--- config.mk ---
export PLATFORM = sky130hd
export DESIGN_NAME = kernel_loader
export DESIGN_NICKNAME = d
export VERILOG_FILES = /design/src/rtl/kload_pkg.sv /design/src/rtl/kernel_loader.sv
export SDC_FILE = /design/constraint.sdc
export NUM_CORES = 1
export LEC_CHECK = 0
export CAP_MARGIN = 20
export CORE_MARGIN = 2
export CORE_UTILIZATION = 58
export DETAILED_ROUTE_END_ITERATION = 10
export PLACE_DENSITY = 0.82
export SYNTH_ARGS = -nofsm -noshare
export SYNTH_HDL_FRONTEND = slang
export SYNTH_SLANG_ARGS = --single-unit
export TNS_END_PERCENT = 10
--- constraint.sdc ---
create_clock -name clk -period 14.3 [get_ports clk]
set_input_delay 2.86 -clock clk [delete_from_list [all_inputs] [get_ports clk]]
set_output_delay 2.86 -clock clk [all_outputs]
set_load 0.02 [all_outputs]
--- src/rtl/kload_pkg.sv ---
// Shared constants and state type for the 3x3 kernel weight loader.
package kload_pkg;

  localparam int DATA_W = 8;
  localparam int TAPS   = 9;
  localparam int IDX_W  = 4;

  typedef enum logic {
    FILL = 1'b0,
    HOLD = 1'b1
  } kload_state_t;

  // Row-major positions inside the fill/output buffers.
  localparam int K10 = 0;
  localparam int K11 = 1;
  localparam int K12 = 2;
  localparam int K20 = 3;
  localparam int K21 = 4;
  localparam int K22 = 5;
  localparam int K30 = 6;
  localparam int K31 = 7;
  localparam int K32 = 8;

endpackage

--- src/rtl/kernel_loader.sv ---
// Serial-to-parallel 3x3 weight loader with fill buffer and output register.
// Optional zero-weight count on zero_cnt when KLOAD_ZCNT_EN is defined.
//
// state | meaning
// FILL  | accepting weights into fbuf (w_ready=1)
// HOLD  | fbuf holds a complete kernel, obuf still occupied (w_ready=0)
module kernel_loader
  import kload_pkg::*;
(
  input  logic              clk,
  input  logic              rst,
  input  logic [DATA_W-1:0] w_data,
  input  logic              w_valid,
  input  logic              w_last,
  output logic              w_ready,
  output logic [DATA_W-1:0] ker10,
  output logic [DATA_W-1:0] ker11,
  output logic [DATA_W-1:0] ker12,
  output logic [DATA_W-1:0] ker20,
  output logic [DATA_W-1:0] ker21,
  output logic [DATA_W-1:0] ker22,
  output logic [DATA_W-1:0] ker30,
  output logic [DATA_W-1:0] ker31,
  output logic [DATA_W-1:0] ker32,
  output logic              k_valid,
  input  logic              k_ready,
  output logic              err_len,
  input  logic              err_clr
`ifdef KLOAD_ZCNT_EN
  ,
  output logic [3:0]        zero_cnt
`endif
);

  kload_state_t      state, state_nxt;
  logic [IDX_W-1:0]  idx;
  logic [DATA_W-1:0] fbuf [TAPS];
  logic [DATA_W-1:0] obuf [TAPS];

  logic accept, idx_last, complete, err_set, load_direct, load_hold;

  always_ff @(posedge clk or posedge rst) begin
    if (rst) state <= FILL;
    else     state <= state_nxt;
  end

  always_comb begin
    state_nxt   = state;
    w_ready     = (state == FILL);
    accept      = w_valid & (state == FILL);
    idx_last    = (idx == IDX_W'(TAPS - 1));
    complete    = accept & idx_last & w_last;
    err_set     = accept & (idx_last ^ w_last);
    load_direct = complete & (~k_valid | k_ready);
    load_hold   = (state == HOLD) & k_ready;
    case (state)
      FILL: if (complete && !load_direct) state_nxt = HOLD;
      HOLD: if (k_ready) state_nxt = FILL;
      default: state_nxt = FILL;
    endcase
  end

  always_ff @(posedge clk or posedge rst) begin
    if (rst) begin
      idx     <= '0;
      k_valid <= 1'b0;
      err_len <= 1'b0;
      for (int i = 0; i < TAPS; i++) begin
        fbuf[i] <= '0;
        obuf[i] <= '0;
      end
    end else begin
      if (accept) fbuf[idx] <= w_data;

      if (err_set || load_direct || load_hold) idx <= '0;
      else if (accept && !idx_last)           idx <= idx + 1'b1;

      // The 9th word bypasses fbuf so a direct load costs no extra cycle.
      if (load_direct) begin
        for (int i = 0; i < TAPS - 1; i++) obuf[i] <= fbuf[i];
        obuf[TAPS-1] <= w_data;
      end else if (load_hold) begin
        for (int i = 0; i < TAPS; i++) obuf[i] <= fbuf[i];
      end

      if (load_direct || load_hold) k_valid <= 1'b1;
      else if (k_ready)             k_valid <= 1'b0;

      if (err_set)      err_len <= 1'b1;
      else if (err_clr) err_len <= 1'b0;
    end
  end

`ifdef KLOAD_ZCNT_EN
  logic [3:0] zacc, zacc_nxt;

  assign zacc_nxt = zacc + {3'b000, (w_data == '0)};

  always_ff @(posedge clk or posedge rst) begin
    if (rst) begin
      zacc     <= '0;
      zero_cnt <= '0;
    end else begin
      if (load_direct) begin
        zero_cnt <= zacc_nxt;
        zacc     <= '0;
      end else if (load_hold) begin
        zero_cnt <= zacc;
        zacc     <= '0;
      end else if (err_set) begin
        zacc     <= '0;
      end else if (accept) begin
        zacc     <= zacc_nxt;
      end
    end
  end
`endif

  assign ker10 = obuf[K10];
  assign ker11 = obuf[K11];
  assign ker12 = obuf[K12];
  assign ker20 = obuf[K20];
  assign ker21 = obuf[K21];
  assign ker22 = obuf[K22];
  assign ker30 = obuf[K30];
  assign ker31 = obuf[K31];
  assign ker32 = obuf[K32];

endmodule

==> impl_metrics.csv <==
group,metric,value,unit
worst_hold_path,hp-start,"fbuf[44]",
cells_and_area,antenna_cells,0,
floorplanning,core_region_area,0.01018,mm²
sta,worstMarginPinSlew,0.7531,ns
cells_and_area,finalNetCount,485,
cells_and_area,final_core_util,74.05,%
global_route,grt.total_usage,22.58,%
clocking,cts_hold_buf,0,
detailed_routing,drt_pass1_iterations,4,
run,cap_violations,0,
setup_path,r2r_setup_slack,11.29,ns
floorplanning,initial_core_util,58.77,%
synth,synth_common_cells,"dfrtp_1, mux2_2, mux2_1",
clocking,cts_tree,"yes",
synth,yosys_most_used_dff,"dfrtp_1",
synth,synth_most_common_cell,"dfrtp_1",
clocking,postCtsSetupRepairBufs,0,
synth,syn_avg_cell_area,15.88,µm²
cells_and_area,multiInputGateArea,0.002074,mm²
cells_and_area,syn_to_final_growth,26.00,%
place,place_congestion,0.7943,
setup_path,crit_fanout,47,
synth,synth_top_area_cell,"dfrtp_1",
synth,ys_warn_count,0,
clocking,htreeDepth,4,
synth,synthTopCellsByArea,"dfrtp_1, mux2_2, mux2_1, buf_6, ha_1",
cells_and_area,fillers,653,
worst_hold_path,hp-class,"reg2reg",
sta,fmax,200.9,MHz
sta,skew,0.009127,ns
sta,rsz0062_at_grt,"false",
global_route,grt_pass1_wl,18750,µm
clocking,cts_buffer_depth,2,
synth,synthArstFlopShare,100.0,%
detailed_routing,postRouteAntennaNets,0,
place,port_buffers,88,
sta,fin_crit_sh,34.81,%
setup_path,crit_required,14.70,ns
synth,synth-seq-cells,151,
power_and_ir_drop,vdd_ir_drop_max,75.62,µV
clocking,clk_latency,0.52,ns
worst_hold_path,min_to,"ker20[4]",
detailed_routing,drc,0,
synth,syn-cell-area,0.005986,mm²
power_and_ir_drop,power,1.175,mW
floorplanning,die_area,0.01115,mm²
setup_path,startpoint_type,"primary input",
synth,synth_cells,377,
sta,finalHoldViolations,0,
sta,slew_violations,0,
synth,synth.distinct_cells,31,
clocking,cts.clk_slew.worst_paths,0.06,ns
power_and_ir_drop,p_per_area,155.8,mW/mm²
sta,tns,0,ns
clocking,cts_resized,0,
clocking,cts_made_buffers,17,
detailed_routing,post_drt_via_cell_ratio,5.506,
global_route,gr-total-overflow,0,
setup_path,worstSetupPathType,"in2reg",
synth,yosysTopAreaCellShare,63.13,%
detailed_routing,first_iter_violations,106,
setup_path,reg2regPathDepth,6,
clocking,root_buffer,"clkbuf_8",
detailed_routing,routed_wirelength,11800,µm
setup_path,r2r_start,"idx[0]",
detailed_routing,detail_route.wl_per_cell,19.15,µm
synth,synth_seq_area_share,63.13,%
floorplanning,rows,37,
synth,synth_edf_count,0,
status,status,"completed",
global_route,grt_pass1_vias,3647,
place,dp_hpwl,7330,µm
sta,finalSetupViolations,0,
floorplanning,die_w,105.6,µm
global_route,antenna_found_initial,0,
floorplanning,dieHeight,105.6,µm
setup_path,arrival,5.38,ns
cells_and_area,seqCellArea,0.003779,mm²
sta,relSlewSlack,49.63,%
global_route,grt_max_degree,82,
worst_hold_path,worstHoldPathCells,1,
power_and_ir_drop,p_leak,3.628,nW
setup_path,endpoint_kind,"register",
synth,synth_nets,395,
clocking,cts.sink_count,151,
setup_path,reg2reg_to,"ker31[0]",
cells_and_area,drive_gt1_share,29.79,%
detailed_routing,num_vias,3392,
sta,period_minus_slack,4.978,ns
floorplanning,boundaryPins,89,
## how the worst max path moves through the flow
stage | startpoint | endpoint | slack [ns] | cells past startpoint
global route | k_ready | ker22[4] | 9.19 | 5
global placement | k_ready | ker20[7] | 8.84 | 5
CTS | k_ready | ker31[0] | 9.31 | 5
detailed placement | k_ready | ker31[0] | 8.79 | 5
floorplan | rst | err_len | 7.38 | 1
finish | k_ready | ker31[0] | 9.32 | 5
## critical path, cell delays in order
cell	delay, ns
clkdlybuf4s50_1	0.49
nand2b_1	0.25
a41oi_4	0.69
buf_4	0.64
mux2_2	0.41
## metrics by stage
stage	instances	hold slack (ns)	worst slack [ns]	instance area, µm²
CTS	615	0.4820	9.310	7522
global placement	583	0.4602	8.842	6947
detailed placement	583	0.4660	8.786	6947
floorplan	377	0.4522	7.375	5986
finish	616	0.4785	9.322	7542
global route	616	0.5010	9.185	7542
## routing by layer
metal / GRT usage [%] / up-vias / share of wire (%)
met5: 0 / - / 0
met4: 9.492 / 0 / 2.6
met3: 5.628 / 21 / 3.4
met2: 37.83 / 86 / 52
met1: 28.15 / 1767 / 42
li1: - / 1518 / -
## area by class of cell
class / count / share of cell area [%]
clock buffer: 18 / 5.674
timing repair buffer: 91 / 12.14
tap: 136 / 2.256
inverter: 6 / 0.3650
multi-input combinational: 200 / 27.50
clock inverter: 14 / 1.958
sequential: 151 / 50.10
## flip-flops by register name (all words and copies together), names as in the netlist
| signal | count |
|---|---|
| ker10 | 8 |
| state | 1 |
| k_valid | 1 |
| ker31 | 8 |
| ker22 | 8 |
| ker11 | 8 |
| ker20 | 8 |
| idx | 4 |
| ker21 | 8 |
| ker12 | 8 |
| fbuf | 72 |
| ker32 | 8 |
| ker30 | 8 |
| err_len | 1 |
## layout by cell type (no fill, tap or decap), drive strengths merged
cell	n
a21oi	3
nand2b	2
buf	3
or3b	1
or3	1
nand3	3
nand3b	2
clkinvlp	2
clkinv	7
nand4	2
nor2b	1
nand2	10
nor2	1
dfrtp	151
clkbuf	18
clkdlybuf4s50	88
o22ai	1
and3b	2
and2	1
ha	4
mux2i	1
bufinv	2
xnor2	1
nor4b	2
a22oi	4
and4bb	1
mux2	152
a41oi	1
o21ai	4
inv	9
## logic make-up (layout without fill, tap and decap cells)
| group | Yosys count | count (layout) | synth area share (%) |
|---|---|---|---|
| adder cells (fa/ha/maj) | 4 | 4 | 0.8362 |
| AND/OR/NAND/NOR | 29 | 29 | 3.261 |
| multiplexers | 153 | 153 | 28.76 |
| flip-flops | 151 | 151 | 63.13 |
| XOR/XNOR | 1 | 1 | 0.1463 |
| buffers and inverters | 26 | 129 | 2.404 |
| AO/OA/AOI/OAI | 13 | 13 | 1.463 |
## where the power goes
group / internal, mW / switching, mW / total [mW]
Clock: 0.254 / 0.177 / 0.431
Combinational: 0.103 / 0.0739 / 0.177
Sequential: 0.520 / 0.0478 / 0.568
Total: 0.877 / 0.298 / 1.18
No activity file was read; power rests on OpenSTA's default activity.
